File: src/rtl/pwm_sequencer_pkg.sv
// Shared definitions for the PWM sequencer: default counter width, FSM
// state encodings, mode encodings and a small state-class helper.
package pwm_sequencer_pkg;

  localparam int PWM_N = 8;

  localparam logic [1:0] IDLE     = 2'd0;
  localparam logic [1:0] LOAD     = 2'd1;
  localparam logic [1:0] RUN_UP   = 2'd2;
  localparam logic [1:0] RUN_DOWN = 2'd3;

  localparam logic MODE_EDGE   = 1'b0;
  localparam logic MODE_CENTER = 1'b1;

  function automatic logic is_run(input logic [1:0] s);
    return (s == RUN_UP) || (s == RUN_DOWN);
  endfunction

endpackage

File: src/rtl/pwm_sequencer_if.sv
// Host configuration bus of the PWM sequencer.
//   in_cfg_wr    : 1-cycle strobe, capture period/duty/mode into the shadow
//   in_period    : period value P (top count)
//   in_duty      : duty compare value D
//   in_mode      : 0 = edge-aligned, 1 = center-aligned
//   out_cfg_pend : shadow holds values not yet applied
// master = host side, slave = sequencer side.
interface pwm_sequencer_if
  import pwm_sequencer_pkg::*;
#(
  parameter int N = PWM_N
);
  logic         in_cfg_wr;
  logic [N-1:0] in_period;
  logic [N-1:0] in_duty;
  logic         in_mode;
  logic         out_cfg_pend;

  modport master (
    output in_cfg_wr, in_period, in_duty, in_mode,
    input  out_cfg_pend
  );

  modport slave (
    input  in_cfg_wr, in_period, in_duty, in_mode,
    output out_cfg_pend
  );
endinterface

File: src/rtl/pwm_sequencer_counter.sv
// n_bit_counter: count datapath of the PWM sequencer.
//   in_clk             : system clock, rising edge
//   in_res             : synchronous active-high reset, clears the count
//   in_input           : value loaded when in_latch is high
//   in_latch           : load in_input (has priority over counting)
//   in_count_en        : step the count this cycle
//   in_count_direction : 1 = increment, 0 = decrement
//   out_output         : registered count
//   out_next           : value out_output takes on the next edge (no reset term)
module n_bit_counter
  import pwm_sequencer_pkg::*;
#(
  parameter int N = PWM_N
) (
  input  logic         in_clk,
  input  logic         in_res,
  input  logic [N-1:0] in_input,
  input  logic         in_latch,
  input  logic         in_count_en,
  input  logic         in_count_direction,
  output logic [N-1:0] out_output,
  output logic [N-1:0] out_next
);
  localparam logic [N-1:0] ONE = {{(N-1){1'b0}}, 1'b1};

  always_comb begin
    out_next = out_output;
    if (in_latch) begin
      out_next = in_input;
    end else if (in_count_en) begin
      out_next = in_count_direction ? (out_output + ONE) : (out_output - ONE);
    end
  end

  always_ff @(posedge in_clk) begin
    if (in_res) begin
      out_output <= '0;
    end else begin
      out_output <= out_next;
    end
  end
endmodule

File: src/rtl/pwm_sequencer.sv
// pwm_sequencer: single-channel PWM generator with edge-aligned (sawtooth)
// and center-aligned (triangle) modes. Period/duty/mode writes land in a
// shadow set and only become active at LOAD or at a period boundary.
//   in_clk          : system clock, rising edge
//   in_res          : synchronous active-high reset
//   in_enable       : 1 = run, 0 = stop at the end of the current period
//   cfg             : host configuration bus (slave side)
//   out_count       : registered counter value
//   out_count_dir   : 1 while counting up
//   out_pwm         : registered PWM output, (out_count < active duty) in RUN
//   out_period_strt : high on each RUN cycle with out_count == 0
//   out_busy        : high while the FSM is not IDLE
//
// state    | meaning
// ---------+-----------------------------------------------------------
// IDLE     | stopped, count held at 0, pwm low
// LOAD     | one cycle: shadow -> active, pend cleared, count loaded 0
// RUN_UP   | counting 0..P
// RUN_DOWN | center mode only, counting P-1..1
module pwm_sequencer
  import pwm_sequencer_pkg::*;
#(
  parameter int n = PWM_N
) (
  input  logic          in_clk,
  input  logic          in_res,
  input  logic          in_enable,
  pwm_sequencer_if.slave cfg,
  output logic [n-1:0]  out_count,
  output logic          out_count_dir,
  output logic          out_pwm,
  output logic          out_period_strt,
  output logic          out_busy
);
  localparam logic [n-1:0] CNT_ZERO = '0;
  localparam logic [n-1:0] CNT_ONE  = {{(n-1){1'b0}}, 1'b1};

  logic [1:0]   state, state_nxt;
  logic [n-1:0] count_nxt;
  logic [n-1:0] shadow_p, shadow_d, act_p, act_d, act_d_nxt;
  logic         shadow_m, act_m, pend;
  logic         at_top, center_turn, boundary, apply_cfg;
  logic         cnt_latch, cnt_en, cnt_dir;

  // Center mode with P < 2 has no down leg, so it wraps straight to 0 like
  // edge mode (P == 0 sticks at 0, P == 1 gives 0,1,0,1...).
  assign at_top      = (state == RUN_UP) && (out_count == act_p);
  assign center_turn = at_top && (act_m == MODE_CENTER) && (act_p > CNT_ONE);
  assign boundary    = (at_top && !center_turn) ||
                       ((state == RUN_DOWN) && (out_count == CNT_ONE));
  assign apply_cfg   = (state == LOAD) || (boundary && pend);
  assign act_d_nxt   = apply_cfg ? shadow_d : act_d;

  always_comb begin
    state_nxt = state;
    cnt_latch = 1'b0;
    cnt_en    = 1'b0;
    cnt_dir   = 1'b0;
    case (state)
      IDLE: begin
        if (in_enable) state_nxt = LOAD;
      end
      LOAD: begin
        cnt_latch = 1'b1;
        state_nxt = RUN_UP;
      end
      RUN_UP: begin
        if (boundary) begin
          cnt_latch = 1'b1;
          state_nxt = in_enable ? RUN_UP : IDLE;
        end else if (center_turn) begin
          cnt_en    = 1'b1;
          state_nxt = RUN_DOWN;
        end else begin
          cnt_en  = 1'b1;
          cnt_dir = 1'b1;
        end
      end
      RUN_DOWN: begin
        if (boundary) begin
          cnt_latch = 1'b1;
          state_nxt = in_enable ? RUN_UP : IDLE;
        end else begin
          cnt_en = 1'b1;
        end
      end
      default: state_nxt = IDLE;
    endcase
  end

  n_bit_counter #(.N(n)) u_counter (
    .in_clk             (in_clk),
    .in_res             (in_res),
    .in_input           (CNT_ZERO),
    .in_latch           (cnt_latch),
    .in_count_en        (cnt_en),
    .in_count_direction (cnt_dir),
    .out_output         (out_count),
    .out_next           (count_nxt)
  );

  // pwm is registered from next-cycle count and duty so it stays aligned
  // with out_count.
  always_ff @(posedge in_clk) begin
    if (in_res) begin
      state   <= IDLE;
      out_pwm <= 1'b0;
    end else begin
      state   <= state_nxt;
      out_pwm <= is_run(state_nxt) && (count_nxt < act_d_nxt);
    end
  end

  // A write on the same edge as an apply lands after it: the boundary takes
  // the old shadow and the new values stay pending for the next boundary.
  always_ff @(posedge in_clk) begin
    if (in_res) begin
      shadow_p <= '0;
      shadow_d <= '0;
      shadow_m <= MODE_EDGE;
      act_p    <= '0;
      act_d    <= '0;
      act_m    <= MODE_EDGE;
      pend     <= 1'b0;
    end else begin
      if (apply_cfg) begin
        act_p <= shadow_p;
        act_d <= shadow_d;
        act_m <= shadow_m;
        pend  <= 1'b0;
      end
      if (cfg.in_cfg_wr) begin
        shadow_p <= cfg.in_period;
        shadow_d <= cfg.in_duty;
        shadow_m <= cfg.in_mode;
        pend     <= 1'b1;
      end
    end
  end

  assign cfg.out_cfg_pend = pend;
  assign out_count_dir    = (state == RUN_UP);
  assign out_period_strt  = is_run(state) && (out_count == CNT_ZERO);
  assign out_busy         = (state != IDLE);
endmodule
File: src/flat_wrapper.sv
// flat-port wrapper written by rule: the top's interface ports become plain ports
module pwm_sequencer_flat import pwm_sequencer_pkg::*;
#(
  parameter int n = PWM_N
)
  (in_clk, in_res, in_enable, out_count, out_count_dir, out_pwm, out_period_strt, out_busy, cfg_in_cfg_wr, cfg_in_period, cfg_in_duty, cfg_in_mode, cfg_out_cfg_pend);
  pwm_sequencer_if cfg_i ();
  input  logic in_clk;
  input  logic in_res;
  input  logic in_enable;
  output logic [n-1:0] out_count;
  output logic out_count_dir;
  output logic out_pwm;
  output logic out_period_strt;
  output logic out_busy;
  input wire logic [$bits(cfg_i.in_cfg_wr)-1:0] cfg_in_cfg_wr;
  input wire logic [$bits(cfg_i.in_period)-1:0] cfg_in_period;
  input wire logic [$bits(cfg_i.in_duty)-1:0] cfg_in_duty;
  input wire logic [$bits(cfg_i.in_mode)-1:0] cfg_in_mode;
  output wire logic [$bits(cfg_i.out_cfg_pend)-1:0] cfg_out_cfg_pend;
  assign cfg_i.in_cfg_wr = cfg_in_cfg_wr;
  assign cfg_i.in_period = cfg_in_period;
  assign cfg_i.in_duty = cfg_in_duty;
  assign cfg_i.in_mode = cfg_in_mode;
  assign cfg_out_cfg_pend = cfg_i.out_cfg_pend;
  pwm_sequencer #(.n(n)) u_core (.in_clk(in_clk), .in_res(in_res), .in_enable(in_enable), .cfg(cfg_i), .out_count(out_count), .out_count_dir(out_count_dir), .out_pwm(out_pwm), .out_period_strt(out_period_strt), .out_busy(out_busy));
endmodule
File: config.mk
export PLATFORM = sky130hd
export DESIGN_NAME = pwm_sequencer_flat
export DESIGN_NICKNAME = d
export VERILOG_FILES = /design/src/rtl/pwm_sequencer_pkg.sv /design/src/rtl/pwm_sequencer_if.sv /design/src/rtl/pwm_sequencer_counter.sv /design/src/rtl/pwm_sequencer.sv /design/src/flat_wrapper.sv
export SDC_FILE = /design/constraint.sdc
export NUM_CORES = 1
export LEC_CHECK = 0
export ABC_AREA = 1
export CAP_MARGIN = 20
export CORE_MARGIN = 3
export CORE_UTILIZATION = 48
export DETAILED_ROUTE_END_ITERATION = 12
export GPL_TIMING_DRIVEN = 0
export HOLD_SLACK_MARGIN = 0.15
export PLACE_DENSITY = 0.72
export RECOVER_POWER = 25
export SYNTH_ARGS = -nofsm -noshare
export SYNTH_HDL_FRONTEND = slang
export SYNTH_SLANG_ARGS = --single-unit
File: constraint.sdc
create_clock -name in_clk -period 2.57 [get_ports in_clk]
set_clock_uncertainty 0.2 [all_clocks]
set_input_delay 0.3855 -clock in_clk [delete_from_list [all_inputs] [get_ports in_clk]]
set_output_delay 0.3855 -clock in_clk [all_outputs]
set_load 0.02 [all_outputs]
### After elaboration in Yosys (flattened, before gate mapping)

Index checks and enable logic that the tools add are counted.

* bits of input ports: 21
* flip-flop bits (word level): 46
* output and inout bits: 13
* word-level logic and storage cells: 58

* add/subtract/negate cells: 2
* reduce and logical (&&, ||, !) cells: 18
* equal/unequal tests: 7
* multiplexer cells: 19
* $lt $le $gt $ge: 2

Operators with widths (count)
* two-way mux 8 bit: 4
* two-way mux 2 bit: 5
* adder 8 x 1 -> 8 bit (second input constant): 1
* == test 2 bit (second input constant): 4
* == test 8 x 1 -> 1 bit (second input constant): 1
* == test 8 bit: 1
* greater-than comparator 8 x 1 -> 1 bit (second input constant): 1
* logical AND 1 bit: 8
* logical NOT 8 bit: 1
* < comparator 8 bit: 1
* two-way mux 1 bit: 8
* case mux 2 bit (4 select lines): 1
* subtractor 8 x 1 -> 8 bit (second input constant): 1
* logical OR 1 bit: 4
* nonzero test 2 bit: 2
* == test 2 x 1 -> 1 bit (second input constant): 1
* logical NOT 2 bit: 1
* case mux 1 bit (2 select lines): 1
* OR reduction 2 bit: 1
* logical NOT 1 bit: 1

### Logic depth before layout (Yosys ltp)

* depth in word-level cells: 14
* depth in mapped cells: 21
* depth with buffers taken out: 21

### Hierarchy

Synthesis repeated with hierarchy kept, for this count alone.

* cell total of the unflattened synthesis: 351
* area, all modules: 2555.0 µm²

Modules (own cells, without submodules)
* pwm_sequencer: sequential area each 760.7 µm², area each 1788.0 µm², cells an instance 237, instances 1
* n_bit_counter: sequential area each 160.2 µm², area each 767.0 µm², cells an instance 114, instances 1

### Least setup slack after synthesis

Ideal clock, no wire load.

* kind: register -> register
* start point: register u_core.u_counter.out_output[0]
* end point: register u_core.out_pwm
* setup time: 0.121 ns
* cell stages (with the launch flop): 16
* data required time: 2.249 ns
* period minus slack after synthesis: 2.623 ns
* path slack: -0.053 ns
* data arrival time: 2.302 ns
* cell sequence: dfxtp_1 clkinv_1 nand2_1 nand3_1 nor2_2 nand3_2 nand3_2 inv_1 nor2_1 inv_1 nand3_1 inv_1 ha_1 nand2_1 o211ai_1 a21oi_2

* longest elaborated chain between the ends: 14
* elaborated cells between the ends (all ways): 33
* classes of those cells: add/sub (2); order compare (1); eq/ne (4); mux (15); reduce/logical (11)

Ends and longest elaborated chain
* start: declaration: line pwm_sequencer_counter.sv:21 `output logic [N-1:0] out_output,`
* start signal: assignment: line pwm_sequencer_counter.sv:39 `out_output <= out_next;`
* == test 8 bit: line pwm_sequencer.sv:47 `assign at_top = (state == RUN_UP) && (out_count == act_p);`
* logical AND 1 bit: line pwm_sequencer.sv:47
* logical AND 1 bit (2 in series): line pwm_sequencer.sv:48 `assign center_turn = at_top && (act_m == MODE_CENTER) && (act_p > CNT_ONE);`
* logical NOT 1 bit: line pwm_sequencer.sv:49 `assign boundary = (at_top && !center_turn) ||`
* logical AND 1 bit: line pwm_sequencer.sv:49
* logical OR 1 bit: line pwm_sequencer.sv:49
* two-way mux 1 bit: line pwm_sequencer.sv:68 `if (boundary) begin`
* two-way mux 1 bit: line pwm_sequencer.sv:59 `case (state)`
* two-way mux 8 bit: line pwm_sequencer_counter.sv:31 `out_next = in_count_direction ? (out_output + ONE) : (out_output - ONE);`
* two-way mux 8 bit: line pwm_sequencer_counter.sv:30 `end else if (in_count_en) begin`
* two-way mux 8 bit (*): line pwm_sequencer_counter.sv:28 `if (in_latch) begin`
* named net u_core.count_nxt[6]: line pwm_sequencer.sv:39 `logic [n-1:0] count_nxt;`
* < comparator 8 bit (*): line pwm_sequencer.sv:110 `out_pwm <= is_run(state_nxt) && (count_nxt < act_d_nxt);`
* logical AND 1 bit (*): line pwm_sequencer.sv:110
* end signal: assignment: line pwm_sequencer.sv:110
* end: declaration: line pwm_sequencer.sv:31 `output logic out_pwm,`

The timed path passes the listed nets; every way through them passes the cells marked *.
A chain may end at the register's enable or synchronous reset.

### Worst setup path after layout

* start point: register u_core.u_counter.out_output[2]
* end point: register u_core.out_pwm

* longest elaborated chain between the ends: 14
* elaborated cells between the ends (all ways): 33
* classes of those cells: add/sub (2); order compare (1); eq/ne (4); mux (15); reduce/logical (11)

Ends and longest elaborated chain (line)
* == test 8 bit: pwm_sequencer.sv:47
* logical AND 1 bit: pwm_sequencer.sv:47
* logical AND 1 bit (2 in series): pwm_sequencer.sv:48
* logical NOT 1 bit: pwm_sequencer.sv:49
* logical AND 1 bit: pwm_sequencer.sv:49
* logical OR 1 bit: pwm_sequencer.sv:49
* two-way mux 1 bit: pwm_sequencer.sv:68
* two-way mux 1 bit: pwm_sequencer.sv:59
* two-way mux 8 bit: pwm_sequencer_counter.sv:31
* two-way mux 8 bit: pwm_sequencer_counter.sv:30
* two-way mux 8 bit: pwm_sequencer_counter.sv:28
* < comparator 8 bit: pwm_sequencer.sv:110
* logical AND 1 bit (*): pwm_sequencer.sv:110

Every way passes the cells marked *; elsewhere a longest branch is shown, timed or not.

==> summary.md <==
| Metric | Value |
|---|---|
| Status | `completed` |
| Num Clock Sinks | `46` |
| First-pass GRT wire length | `8935 um` |
| Global-route usage over all layers | `0.2075` |
| Post-route ant nets | `0` |
| Layout cells sized above 1 | `0.2075` |
| Net Sw Power | `0.0005288 W` |
| Syn. warnings | `0` |
| Clk network pwr share | `0.297` |
| Syn_nets | `353` |
| Syn Area/Cell | `7.188 um2` |
| Pins Over Slew Limit | `0` |
| Synthesis-stage register bit count | `46` |
| CTS tree | `yes` |
| Largest net degree at the start of global routing | `14` |
| Row count | `24` |
| Unrepaired setup endpoints after global routing | `true` |
| Yosys top cell area share | `0.3991` |
| Post-synth cell types | `31` |
| Syn Inst Count | `between 300 and 400` |
| I/O pin count | `34` |
| Comb pwr share | `0.250` |
| Mapped Area | `2307 um2` |
| Wire length per cell | `13.11 um` |
| P_int | `0.001250 W` |
| Total of max-cap violations | `0` |
| Via density per instance | `5.123` |
| TNS Setup | `0 ns` |
| Worst slew pin tran | `0.5321 ns` |
| Post-Layout Cell Count | `423` |
| Clk buf depth | `2` |
| I/O Buffers | `32` |
| Clock root cell | `clkbuf_8` |
| Rel. slew slack | `0.6453` |
| Drt total wl | `5546 um` |
| Core footprint | `4504 um2` |
| Clock period minus worst slack | `2.544 ns` |
| Post-synthesis sequential area ratio | `0.3991` |
| Worst vdd ir | `373.8 uV` |
| GRT Residual Overflow | `0` |
| Highest Clock Rate | `0.3932 GHz` |
| Pwr dens | `just under 600 nW/um2` |
| Crit path kind | `flop to flop` |
| Vias in the first global route | `1998` |
| Hold_buf cts | `0` |
| Yosys top cell by area | `dfxtp_1` |
| Most frequent cells in the layout | `nor2_1, nand2_1, dfxtp_1` |
| Crit end category | `flop` |
| Clk_lat worst skew | `0.30 ns` |
| Layout net count | `roughly 400` |
| Clk slew on worst S/H paths | `0.09 ns` |
| P_leak | `~1.3 nW` |
| Synth area leaders | `dfxtp_1, nor2_1, nand2_1, o21ai_0, ha_1` |
| Flop pwr share | `0.452` |
| Ant. Diodes | `0` |
| Via count | `about 2.2k` |
| Tcrit/Tclk final | `0.9897` |
| Gpl congestion | `0.8980` |
| H-tree depth | `2` |
| Final setup viols | `0` |
| Initial Util | `0.5122` |
| Die height | `~75 um` |
| Area Growth Syn to Fin | `32.59%` |
| DRC Markers | `0` |
| CTS buffer count | `5` |
| Crit path max fanout | `6` |
| Reg2reg setup slack | `0.03 ns` |
| HPWL Detailed | `4086 um` |
| Die area | `around 5700 um2` |
| Iteration-0 DRC Markers | `165` |
| Final Hold Viols | `0` |
| Tightest Hold Check Type | `flop to flop` |
| CP required | `2.60 ns` |
| Drt pass-1 iters | `5` |
| Initial antenna violation count | `0` |
| Post-Place Cells | `405` |
| Commonest non-fill, non-tap cell in the layout | `nor2_1` |
| Switching part of the total power | `0.2972` |
| Chip Width | `75.33 um` |
| CP Data Arrival Time | `2.58 ns` |
| Startpoint Class | `flop` |
power by group through the flow:
stage / clock [W] / combinational (W) / sequential, W
global placement: 0 / 0.000374 / 0.000817
global route: 0.000576 / 0.000499 / 0.000811
finish: 0.000529 / 0.000445 / 0.000804
detailed placement: 0 / 0.000379 / 0.000818
CTS: 0.000542 / 0.000410 / 0.000801
floorplan: 0 / 0.000252 / 0.000819
final timing paths:
| path | startpoint | to | cells past startpoint |
|---|---|---|---|
| setup / recovery | u_core.u_counter.out_output[2]$_SDFF_PP0_ | u_core.out_pwm$_SDFF_PP0_ | 14 |
| hold / removal | u_core.act_p[5]$_SDFFE_PP0N_ | u_core.act_p[5]$_SDFFE_PP0N_ | 2 |
| hold reg to reg | u_core.act_p[5]$_SDFFE_PP0N_ | u_core.act_p[5]$_SDFFE_PP0N_ | 2 |
| setup reg to reg | u_core.u_counter.out_output[2]$_SDFF_PP0_ | u_core.out_pwm$_SDFF_PP0_ | 14 |
synthesized netlist by cell type (all sizes together):
master / instances
buf: 4
o21ai: 34
xor2: 1
a211oi: 1
xnor2: 4
nand2: 53
dfxtp: 46
nor3: 8
clkinv: 2
o211ai: 2
inv: 33
nor2: 77
clkbuf: 6
mux2i: 7
nand4: 1
ha: 11
nand3: 16
o2111ai: 1
a21oi: 12
a311oi: 1
nand3b: 1
state kept, by name (all words and copies together), names as in the netlist:
signal and cells:
u_core.act_d 8, u_core.act_p 8, u_core.shadow_d 8, u_core.shadow_p 8, u_core.u_counter.out_output 8, u_core.state 2, u_core.act_m 1, u_core.cfg.out_cfg_pend 1
u_core.out_pwm 1, u_core.shadow_m 1
metal layers:
metal  wire length (um)  part of all wire  vias up  global-route usage
li1                   -                 -     1132                   -
met4                 60             0.011        0             0.06990
met2               2625              0.47       40              0.3250
met1               2641              0.48      988              0.2824
met3                219             0.039        7             0.04749
met5                  0                 0        -                   0
cells by family after synthesis:
group,synth area share
adders and majority gates,0.05965
AOI/OAI and AO/OA,0.1226
xor gates and xnor gates,0.01898
and+or+nand+nor,0.2891
DFF,0.3991
buffers and inverters,0.08025
muxes,0.03037
through the flow:
step	power (W)	setup WS [ns]	hold WS (ns)	area, um2	util
global placement	0.001191	-0.1897	0.2490	2695	0.5983
CTS	0.001753	0.004127	0.2828	2913	0.6467
finish	0.001779	0.02645	0.2814	3059	0.6792
global route	0.001886	-0.1591	0.2951	3059	0.6792
detailed placement	0.001197	-0.1941	0.2694	2695	0.5983
floorplan	0.001072	0.06465	0.2343	2310	-
critical path, stage by stage (launching register included):
cell and delay, ns:
dfxtp_1 0.35, buf_6 0.13, xnor2_1 0.11, nand3_1 0.09, nor2_2 0.14, nand3_2 0.12
nand2_2 0.12, nand2_2 0.07, nand2_4 0.10, buf_8 0.15, mux2i_4 0.24, ha_1 0.27
a21oi_1 0.14, o211ai_1 0.11, a21oi_2 0.13
final cells by class:
cell class / count / area (um2)
buffer: 10 / 61.31
clock buffer: 7 / 76.32
clock inverter: 1 / 30.03
fill: 406 / 1445
inverter: 35 / 138.9
multi-input combinational: 230 / 1351
sequential: 46 / 940.9
tap: 52 / 65.06
timing repair buffer: 42 / 395.4
repair_timing:
item / 4_1_cts / 5_1_grt
pin swaps: 6 / 16
gates resized for setup: 25 / 30
endpoints found under the hold margin: 0 / 0
setup buffers: 6 / 4
setup endpoints to repair: 1 / 2
Power figures use the tool's default switching activity.
